**src/rtl/das_beamformer_core_if.sv**
```systemverilog
// Pin-side bus of the delay-and-sum beamformer: mic data, word select, MCU config port, sum outputs.
// Latency: none (wiring only).
// Backpressure: none; every stream free-runs at the bit clock.
interface das_beamformer_core_if #(
   parameter int NUM_MICS    = 4,
   parameter int SAMPLE_BITS = 16,
   parameter int DEPTH       = 16
);
   localparam int NCH   = 2 * NUM_MICS;
   localparam int CW    = $clog2(NCH);
   localparam int DW    = $clog2(DEPTH);
   localparam int SUM_W = SAMPLE_BITS + CW;

   // mic side
   logic [NUM_MICS-1:0] data_in;
   logic                ws_out;
   // MCU configuration port
   logic                cfg_we;
   logic [CW-1:0]       cfg_sel;
   logic [DW-1:0]       cfg_delay;
   logic                cfg_en;
   // beamformed output
   logic [SUM_W-1:0]    sum_out;
   logic                sum_valid;
   logic                sdo;

   modport master (
      output data_in, cfg_we, cfg_sel, cfg_delay, cfg_en,
      input  ws_out, sum_out, sum_valid, sdo
   );

   modport slave (
      input  data_in, cfg_we, cfg_sel, cfg_delay, cfg_en,
      output ws_out, sum_out, sum_valid, sdo
   );
endinterface

```
**src/rtl/das_beamformer_core.sv**
```systemverilog
// Delay-and-sum beamformer: I2S capture of 2*NUM_MICS channels, per-channel delayed taps, signed sum.
// Latency: a sample captured in frame n with tap delay d is summed in the pulse of frame n+1+d.
// Backpressure: none; the block is paced by the bit clock and always accepts data and config.
module das_beamformer_core #(
   parameter int NUM_MICS    = 4,
   parameter int SAMPLE_BITS = 16,
   parameter int SLOT_BITS   = 32,
   parameter int DEPTH       = 16
) (
   input logic                  clk,
   input logic                  reset,
   das_beamformer_core_if.slave bus
);
   localparam int NCH   = 2 * NUM_MICS;
   localparam int DW    = $clog2(DEPTH);
   localparam int CW    = $clog2(NCH);
   localparam int SUM_W = SAMPLE_BITS + CW;
   localparam int FRAME = 2 * SLOT_BITS;
   localparam int CNTW  = $clog2(FRAME);

   localparam logic [CNTW-1:0] CNT_LAST = CNTW'(FRAME - 1);
   localparam logic [CNTW-1:0] CAP_L_LO = CNTW'(1);
   localparam logic [CNTW-1:0] CAP_L_HI = CNTW'(SAMPLE_BITS);
   localparam logic [CNTW-1:0] CAP_R_LO = CNTW'(SLOT_BITS + 1);
   localparam logic [CNTW-1:0] CAP_R_HI = CNTW'(SLOT_BITS + SAMPLE_BITS);
   localparam logic [CNTW-1:0] WS_HI    = CNTW'(SLOT_BITS);
   localparam logic [CW:0]     NCH_C    = (CW + 1)'(NCH);

   // frame timing
   logic [CNTW-1:0] cnt;
   logic [CNTW-1:0] cnt_nxt;
   logic            ws_r;
   logic            push;
   logic            sum_ld;
   logic            cap_l;
   logic            cap_r;

   // capture shift registers, one pair per mic line
   logic [NUM_MICS-1:0][SAMPLE_BITS-1:0] sh_l;
   logic [NUM_MICS-1:0][SAMPLE_BITS-1:0] sh_r;

   // per-channel circular sample buffers
   logic [NCH-1:0][DEPTH-1:0][SAMPLE_BITS-1:0] smp_mem;
   logic [DW-1:0]                              wr_ptr;

   // configuration: shadow written by the MCU, active used by the taps
   logic [NCH-1:0][DW-1:0] shd_dly;
   logic [NCH-1:0][DW-1:0] shd_dly_nxt;
   logic [NCH-1:0][DW-1:0] act_dly;
   logic [NCH-1:0]         shd_en;
   logic [NCH-1:0]         shd_en_nxt;
   logic [NCH-1:0]         act_en;
   logic                   sel_ok;

   // sum path
   logic [SUM_W-1:0]       tap_sum;
   logic [DW-1:0]          rd_addr;
   logic [SAMPLE_BITS-1:0] tap;
   logic [SUM_W-1:0]       sum_r;
   logic                   sum_vld_r;
   logic [SUM_W-1:0]       osr;

   assign push    = (cnt == CNT_LAST);
   assign sum_ld  = (cnt == '0);
   assign cnt_nxt = push ? '0 : cnt + CNTW'(1);
   // I2S: the MSB arrives one bit clock after the word-select change
   assign cap_l   = (cnt >= CAP_L_LO) && (cnt <= CAP_L_HI);
   assign cap_r   = (cnt >= CAP_R_LO) && (cnt <= CAP_R_HI);

   // Frame counter; ws is computed from the next count so it lines up with cnt.
   always_ff @(posedge clk or posedge reset) begin
      if (reset) begin
         cnt  <= '0;
         ws_r <= 1'b0;
      end else begin
         cnt  <= cnt_nxt;
         ws_r <= (cnt_nxt >= WS_HI);
      end
   end

   assign bus.ws_out = ws_r;

   // Deserialise left and right slots MSB first; other bit positions are ignored.
   always_ff @(posedge clk or posedge reset) begin
      if (reset) begin
         sh_l <= '0;
         sh_r <= '0;
      end else begin
         for (int m = 0; m < NUM_MICS; m++) begin
            if (cap_l) sh_l[m] <= {sh_l[m][SAMPLE_BITS-2:0], bus.data_in[m]};
            if (cap_r) sh_r[m] <= {sh_r[m][SAMPLE_BITS-2:0], bus.data_in[m]};
         end
      end
   end

   // Channel indices beyond NCH (non power-of-two mic counts) are dropped.
   assign sel_ok = ({1'b0, bus.cfg_sel} < NCH_C);

   // Shadow view including this cycle's write, so a write on the push edge is transferred.
   always_comb begin
      shd_dly_nxt = shd_dly;
      shd_en_nxt  = shd_en;
      if (bus.cfg_we && sel_ok) begin
         shd_dly_nxt[bus.cfg_sel] = bus.cfg_delay;
         shd_en_nxt[bus.cfg_sel]  = bus.cfg_en;
      end
   end

   // Shadow follows the MCU; active copies only on the push edge to keep frames glitch-free.
   always_ff @(posedge clk or posedge reset) begin
      if (reset) begin
         shd_dly <= '0;
         shd_en  <= '1;
         act_dly <= '0;
         act_en  <= '1;
      end else begin
         shd_dly <= shd_dly_nxt;
         shd_en  <= shd_en_nxt;
         if (push) begin
            act_dly <= shd_dly_nxt;
            act_en  <= shd_en_nxt;
         end
      end
   end

   // At frame end every channel stores its captured sample and the write pointer advances.
   always_ff @(posedge clk or posedge reset) begin
      if (reset) begin
         smp_mem <= '0;
         wr_ptr  <= '0;
      end else if (push) begin
         for (int m = 0; m < NUM_MICS; m++) begin
            smp_mem[2*m][wr_ptr]   <= sh_l[m];
            smp_mem[2*m+1][wr_ptr] <= sh_r[m];
         end
         wr_ptr <= wr_ptr + DW'(1);
      end
   end

   // Delayed taps: delay 0 is the newest pushed entry; SUM_W bits cannot overflow.
   always_comb begin
      tap_sum = '0;
      rd_addr = '0;
      tap     = '0;
      for (int c = 0; c < NCH; c++) begin
         rd_addr = wr_ptr - DW'(1) - act_dly[c];
         tap     = smp_mem[c][rd_addr];
         if (act_en[c]) tap_sum = tap_sum + {{CW{tap[SAMPLE_BITS-1]}}, tap};
      end
   end

   // Sum registers at cnt 0; the serial copy then shifts out MSB first and flushes to zeros
   // well before the right slot since SLOT_BITS exceeds SUM_W.
   always_ff @(posedge clk or posedge reset) begin
      if (reset) begin
         sum_r     <= '0;
         sum_vld_r <= 1'b0;
         osr       <= '0;
      end else begin
         sum_vld_r <= sum_ld;
         if (sum_ld) begin
            sum_r <= tap_sum;
            osr   <= tap_sum;
         end else begin
            osr <= {osr[SUM_W-2:0], 1'b0};
         end
      end
   end

   assign bus.sum_out   = sum_r;
   assign bus.sum_valid = sum_vld_r;
   assign bus.sdo       = osr[SUM_W-1];
endmodule

```
**src/flat_wrapper.sv**
```systemverilog
// flat-port wrapper written by rule: the top's interface ports become plain ports
module das_beamformer_core_flat 
#(
   parameter int NUM_MICS    = 4,
   parameter int SAMPLE_BITS = 16,
   parameter int SLOT_BITS   = 32,
   parameter int DEPTH       = 16
)
  (clk, reset, bus_data_in, bus_cfg_we, bus_cfg_sel, bus_cfg_delay, bus_cfg_en, bus_ws_out, bus_sum_out, bus_sum_valid, bus_sdo);
  das_beamformer_core_if #(.NUM_MICS(NUM_MICS), .SAMPLE_BITS(SAMPLE_BITS), .DEPTH(DEPTH)) bus_i ();
  input logic clk;
  input logic reset;
  input wire logic [$bits(bus_i.data_in)-1:0] bus_data_in;
  input wire logic [$bits(bus_i.cfg_we)-1:0] bus_cfg_we;
  input wire logic [$bits(bus_i.cfg_sel)-1:0] bus_cfg_sel;
  input wire logic [$bits(bus_i.cfg_delay)-1:0] bus_cfg_delay;
  input wire logic [$bits(bus_i.cfg_en)-1:0] bus_cfg_en;
  output wire logic [$bits(bus_i.ws_out)-1:0] bus_ws_out;
  output wire logic [$bits(bus_i.sum_out)-1:0] bus_sum_out;
  output wire logic [$bits(bus_i.sum_valid)-1:0] bus_sum_valid;
  output wire logic [$bits(bus_i.sdo)-1:0] bus_sdo;
  assign bus_i.data_in = bus_data_in;
  assign bus_i.cfg_we = bus_cfg_we;
  assign bus_i.cfg_sel = bus_cfg_sel;
  assign bus_i.cfg_delay = bus_cfg_delay;
  assign bus_i.cfg_en = bus_cfg_en;
  assign bus_ws_out = bus_i.ws_out;
  assign bus_sum_out = bus_i.sum_out;
  assign bus_sum_valid = bus_i.sum_valid;
  assign bus_sdo = bus_i.sdo;
  das_beamformer_core #(.NUM_MICS(NUM_MICS), .SAMPLE_BITS(SAMPLE_BITS), .SLOT_BITS(SLOT_BITS), .DEPTH(DEPTH)) u_core (.clk(clk), .reset(reset), .bus(bus_i));
endmodule
```
**config.mk**
```make
export PLATFORM = sky130hd
export DESIGN_NAME = das_beamformer_core_flat
export DESIGN_NICKNAME = d
export VERILOG_FILES = /design/src/rtl/das_beamformer_core_if.sv /design/src/rtl/das_beamformer_core.sv /design/src/flat_wrapper.sv
export SDC_FILE = /design/constraint.sdc
export NUM_CORES = 2
export LEC_CHECK = 0
export BUFFER_PORTS_ARGS = -buffer_cell sky130_fd_sc_hd__buf_2
export CAP_MARGIN = 25
export CELL_PAD_IN_SITES_DETAIL_PLACEMENT = 0
export CELL_PAD_IN_SITES_GLOBAL_PLACEMENT = 1
export CORE_MARGIN = 5
export CORE_UTILIZATION = 50
export CTS_CLUSTER_SIZE = 25
export DETAILED_ROUTE_END_ITERATION = 6
export PLACE_DENSITY_LB_ADDON = 0.05
export SLEW_MARGIN = 20
export SYNTH_ARGS = -nofsm -noshare
export SYNTH_HDL_FRONTEND = slang
export SYNTH_SLANG_ARGS = --single-unit
```
**constraint.sdc**
```tcl
create_clock -name clk -period 158.7 [get_ports clk]
set_input_delay 7.935 -clock clk [delete_from_list [all_inputs] [get_ports clk]]
set_output_delay 7.935 -clock clk [all_outputs]
set_load 0.03 [all_outputs]
```
### Yosys cells after proc, flatten, opt, wreduce, memory -nomap -nowiden

Index checks and enable logic that the tools add are counted.
W data, S select, Z words.

* bits in registers: 2306
* bits of input ports: 15
* logic and storage cells: 245

* add/sub/neg operators: 18
* magnitude comparators: 17
* eq/ne operators: 1
* mux-type cells: 44
* reductions and logical operators: 5

Operators by type and width (number)
* $bwmux W256: 8
* $bmux W16 S4: 8
* $mux W19: 9
* $mux W16: 9
* $add A19 B19 Y19: 7
* $demux W16 S4: 1
* $lt A4 B5 Y1 const B: 9
* $bwmux W32: 1
* $mux W32: 1
* $sub A4 B4 Y4: 8
* $demux W4 S3: 1
* $ge A6 B6 Y1 const B: 2
* $bwmux W8: 1
* $mux W8: 1
* $add A6 B1 Y6 const B: 1
* $eq A6 B6 Y1 const B: 1
* $ge A6 B1 Y1 const B: 1
* $le A6 B5 Y1 const B: 1
* $le A6 B6 Y1 const B: 1
* $logic_not A6 Y1: 1
* $mux W6: 1
* $add A4 B1 Y4 const B: 1
* $ge A4 B1 Y1 const B: 1
* $logic_and A1 B1 Y1: 4
* other kinds (6): 6

### Longest topological paths before layout

* depth after elaboration: 20
* gate-level depth with buffers: 70
* depth with buffers taken out: 68

### Worst setup path before layout

Ideal clock, no wire load.

* path type: register to register
* start point: register u_core.wr_ptr[0]
* end point: register u_core.sum_r[18] (netlist: u_core.bus.sum_out[18])
* library setup time: 65 ps
* arrival time: 13336 ps
* required time: 158635 ps
* setup slack: 145299 ps
* stages on the path, launching flop included: 56
* path buffers: 1
* path through: dfrtp_1 -> inv_1 -> ha_1 -> xor2_1 -> ha_1 -> xor2_1 -> clkbuf_1 -> mux4_2 -> ha_1 -> a21o_1 -> a21o_1 -> a2111oi_1 -> nor2_1 -> nor2_1 -> xnor2_1 -> mux2_2 -> ha_1 -> and2_1 -> (+20 left out) -> ha_1 -> inv_1 -> or4_1 -> or3_1 -> o2111ai_1 -> nand3b_1 -> ha_1 -> nand2b_1 -> mux2i_1 -> a21o_1 -> ha_1 -> a21o_1 -> or3_1 -> mux2i_1 -> xor2_1 -> xnor3_1 -> nand2_1 -> o21a_1

* word-level cells in the longest chain between the ends: 19

Ends and longest elaborated chain
* start, declared: line das_beamformer_core.sv:44 `logic [DW-1:0] wr_ptr;`
* start signal, assigned: line das_beamformer_core.sv:136 `wr_ptr <= wr_ptr + DW'(1);`
* $sub A4 B1 Y4 (*): line das_beamformer_core.sv:146 `rd_addr = wr_ptr - DW'(1) - act_dly[c];`
* $sub A4 B4 Y4: line das_beamformer_core.sv:146
* $bmux W16 S4: line das_beamformer_core.sv:147 `tap = smp_mem[c][rd_addr];`
* $mux W16 (not written as such): line das_beamformer_core.sv:147
* $mux W19: line das_beamformer_core.sv:148 `if (act_en[c]) tap_sum = tap_sum + {{CW{tap[SAMPLE_BITS-1]}}, tap};`
* $add A19 B19 Y19: line das_beamformer_core.sv:148
* $mux W19: line das_beamformer_core.sv:148
* $add A19 B19 Y19: line das_beamformer_core.sv:148
* (+3 left out)
* $add A19 B19 Y19: line das_beamformer_core.sv:148
* $mux W19: line das_beamformer_core.sv:148
* $add A19 B19 Y19: line das_beamformer_core.sv:148
* $mux W19: line das_beamformer_core.sv:148
* $add A19 B19 Y19: line das_beamformer_core.sv:148
* $mux W19: line das_beamformer_core.sv:148
* $add A19 B19 Y19: line das_beamformer_core.sv:148
* $mux W19 (*): line das_beamformer_core.sv:148
* end signal, assigned: line das_beamformer_core.sv:162 `sum_r <= tap_sum;`
* end, declared: line das_beamformer_core.sv:59 `logic [SUM_W-1:0] sum_r;`

Every way passes the cells marked *; elsewhere a longest branch is shown, timed or not. The select of a mux whose other input is x is not followed.
A chain may end at the register's enable or synchronous reset.

### Final worst setup path

Same ends and word-level chain as after synthesis.

==> results.json <==
{
  "clkPwrFrac": 0.490,
  "final_nets": 7227,
  "path_clk_slew_ns": 0.07,
  "worstPathRequired_ns": 159.54,
  "synth_cells": 7137,
  "r2r-end": "u_core.bus.sum_out[18]$_DFFE_PP0P_",
  "rows": 171,
  "slew_viol_final": 0,
  "p_int_uw": 952,
  "rsz0062_at_grt": "no",
  "synth_top_flop_cell": "dfrtp_1",
  "wl_per_cell_um": 28.5,
  "routed_wl_um": 287000,
  "maxCapViolCount": 0,
  "synth_top_area_frac": 0.525,
  "arrival_ns": 16.96,
  "dp.cells": 9603,
  "fin_crit_sh": 0.102,
  "fin_cells": 10100,
  "hold_path_class": "register to register",
  "vias": 61700,
  "overflow": 0,
  "dr.pass1.iters": 5,
  "grt_usage": 0.254,
  "grt_pass1_wl_um": 437000,
  "finalInstanceArea_mm2": 0.121,
  "clock_latency_ns": 0.91,
  "synth_top_area_cell": "dfrtp_1",
  "ios": 37,
  "drtAntennaViolNets": 0,
  "die-area_mm2": 0.228,
  "p_switching_uw": 261,
  "fin_setup_tns_ns": 0,
  "peakVddDrop_v": 0.0000106,
  "powerDensity_mw_per_mm2": 10.0,
  "rr_startpoint": "u_core.wr_ptr[0]$_DFFE_PP0P_",
  "start_util": 0.502,
  "syn_area_per_cell_um2": 15.3,
  "gp_congestion": 0.864,
  "synth_edf_count": 0,
  "cp_max_fo": 44,
  "synth.cell_area_mm2": 0.109,
  "hold_buffers": 0,
  "fp.coreArea_mm2": 0.217,
  "area_growth_pct": 10.8,
  "fmax_mhz": 62.0,
  "async_flop_share": 1.00,
  "cts.path.max_buffers": 4,
  "synth.net_count": 7331,
  "ys_types": 77,
  "reg2reg_setup_slack_ns": 142.58,
  "slowest_stage": "fa_4",
  "hp-start": "u_core.osr[1]$_DFF_PP0_",
  "yosysSeqAreaShare": 0.529,
  "start_kind": "register",
  "timing.hold.ws_ns": 0.447,
  "min_to": "u_core.osr[2]$_DFF_PP0_",
  "clock_skew_ns": 0.0464,
  "dpl-instance-area_mm2": 0.112,
  "cpPeakStageDelay_ns": 1.03,
  "synth.most_common_cell": "dfrtp_1",
  "status": "finished, final reports clean",
  "root_buffer": "clkbuf_16",
  "drt_iter0_drc": 3714,
  "grt_pass1_vias": 65300,
  "holdPathStages": 2,
  "cts_tree": "yes",
  "worstSetupPathType": "register to register",
  "viasPerCell": 6.13,
  "die_h_um": 477,
  "p_comb_frac": 0.015,
  "htree_levels": 5,
  "seqPwrFrac": 0.495,
  "cp_common_cell": "ha_1",
  "ys_warn_count": 0,
  "nFillCells": 17400,
  "min_period_ns": 16.12,
  "die-width_um": 477,
  "grt_max_degree": 183,
  "final_core_util": 0.557,
  "crit_path_end_kind": "register",
  "swShare": 0.215,
  "synth_common_cells": "dfrtp_1 (2289), mux2_2 (2267), mux4_2 (619)",
  "io_buffers": 36,
  "crit_family": "compound AO/OA/AOI/OAI gates",
  "reg2reg_depth": 58,
  "dp_hpwl_um": 166000,
  "synth_area_leaders": "dfrtp_1 (53%), mux2_2 (23%), mux4_2 (13%)",
  "clock-sinks": 2305,
  "route.detailed.drc": 0,
  "post_cts_buffers": 0,
  "cts_resized": 0,
  "leakagePower_uw": 0.0600,
  "drive_gt1_frac": 0.486,
  "cts_made_buffers": 274,
  "hold_violations": 0,
  "slew_headroom": 0.238,
  "cp_num_buf_inv": 5,
  "synth-seq-cells": 2305,
  "worstMarginPinSlew_ns": 1.14,
  "antenna_found_initial": 20,
  "setup_viol": 0
}
metrics by stage:
stage	power [uW]	worst slack, ns
after global placement	629	142.84
after detailed placement	630	142.66
after global routing	1260	141.50
after CTS	1230	142.63
after floorplan	624	85.66
final	1210	142.58
state kept, by name (all words and copies together) (netlist names), 19 cells and up:
register	flops
u_core.act_dly	32
u_core.bus.sum_out	19
u_core.osr	19
u_core.sh_l	64
u_core.sh_r	64
u_core.shd_dly	32
u_core.smp_mem	2048
cell families (layout without fill, tap and decap cells):
| group | Yosys count | after routing | synth area share |
|---|---|---|---|
| AOI/OAI and AO/OA | 502 | 502 | 0.0302 |
| other | 0 | 11 | 0 |
| DFF | 2305 | 2305 | 0.529 |
| buffers and inverters | 649 | 718 | 0.0227 |
| adders and majority gates | 179 | 179 | 0.0216 |
| xor gates and xnor gates | 128 | 128 | 0.0115 |
| muxes | 2931 | 2931 | 0.366 |
| and+or+nand+nor | 443 | 443 | 0.0191 |
layout by cell type, fill, tap and decap left out, types with 17 or more instances in the layout:
| master | n |
|---|---|
| a211oi_1 | 24 |
| a21o_1 | 54 |
| a21oi_1 | 128 |
| buf_2 | 37 |
| buf_4 | 108 |
| clkbuf_1 | 77 |
| clkbuf_16 | 277 |
| clkbuf_8 | 56 |
| clkinv_2 | 22 |
| dfrtp_1 | 2289 |
| ha_1 | 156 |
| inv_1 | 99 |
| mux2_2 | 2267 |
| mux2i_1 | 44 |
| mux4_2 | 619 |
| nand2_1 | 154 |
| nand2_4 | 17 |
| nand2b_1 | 17 |
| nand3_1 | 31 |
| nor2_1 | 96 |
| nor2b_1 | 26 |
| nor3_1 | 28 |
| o211ai_1 | 17 |
| o21a_1 | 35 |
| o21ai_0 | 108 |
| o21bai_1 | 17 |
| xnor2_1 | 70 |
| xor2_1 | 38 |
final cells by class:
type                       instances  area [um2]  share of cell area
sequential                      2305       57700               0.477
clock buffer                     410        7990              0.0661
clock inverter                    39         384             0.00318
timing repair buffer             167        1440              0.0119
multi-input combinational       4183       49400               0.409
antenna                           11        27.5            0.000228
inverter                         102         390             0.00323
tap                             2854        3570              0.0295
metal layers:
metal,share of wire,global-route usage
met2,0.48,0.409
met3,0.030,0.0294
met4,0.023,0.0604
met1,0.47,0.373
met5,0.00087,0
worst max path at each step:
stage | start | to | slack (ns) | depth (start not counted)
after global placement | u_core.wr_ptr[0]$_DFFE_PP0P_ | u_core.osr[18]$_DFF_PP0_ | 142.84 | 58
final | u_core.wr_ptr[0]$_DFFE_PP0P_ | u_core.bus.sum_out[18]$_DFFE_PP0P_ | 142.58 | 58
after detailed placement | u_core.wr_ptr[0]$_DFFE_PP0P_ | u_core.osr[18]$_DFF_PP0_ | 142.66 | 58
after CTS | u_core.wr_ptr[0]$_DFFE_PP0P_ | u_core.bus.sum_out[18]$_DFFE_PP0P_ | 142.63 | 58
after global routing | u_core.wr_ptr[0]$_DFFE_PP0P_ | u_core.bus.sum_out[18]$_DFFE_PP0P_ | 141.50 | 59
after floorplan | reset | u_core.act_dly[0]$_DFFE_PP0P_ | 85.66 | 1
power groups by stage:
stage | Combinational (uW) | Clock, uW | Sequential, uW
global route | 21.4 | 633 | 601
global placement | 18.1 | 0 | 611
detailed placement | 18.6 | 0 | 611
CTS | 18.6 | 609 | 601
floorplan | 16.2 | 0 | 608
finish | 18.3 | 594 | 601
worst register-to-register path: cells and delay by family, from the launching register on:
kind / cells / cell delay, ns
and+or+nand+nor: 17 / 3.00
AOI/OAI and AO/OA: 17 / 4.91
DFF: 1 / 0.32
xor gates and xnor gates: 5 / 1.10
muxes: 5 / 1.39
buffers and inverters: 5 / 1.44
adders and majority gates: 9 / 3.94
No activity file was read; power rests on OpenSTA's default activity.
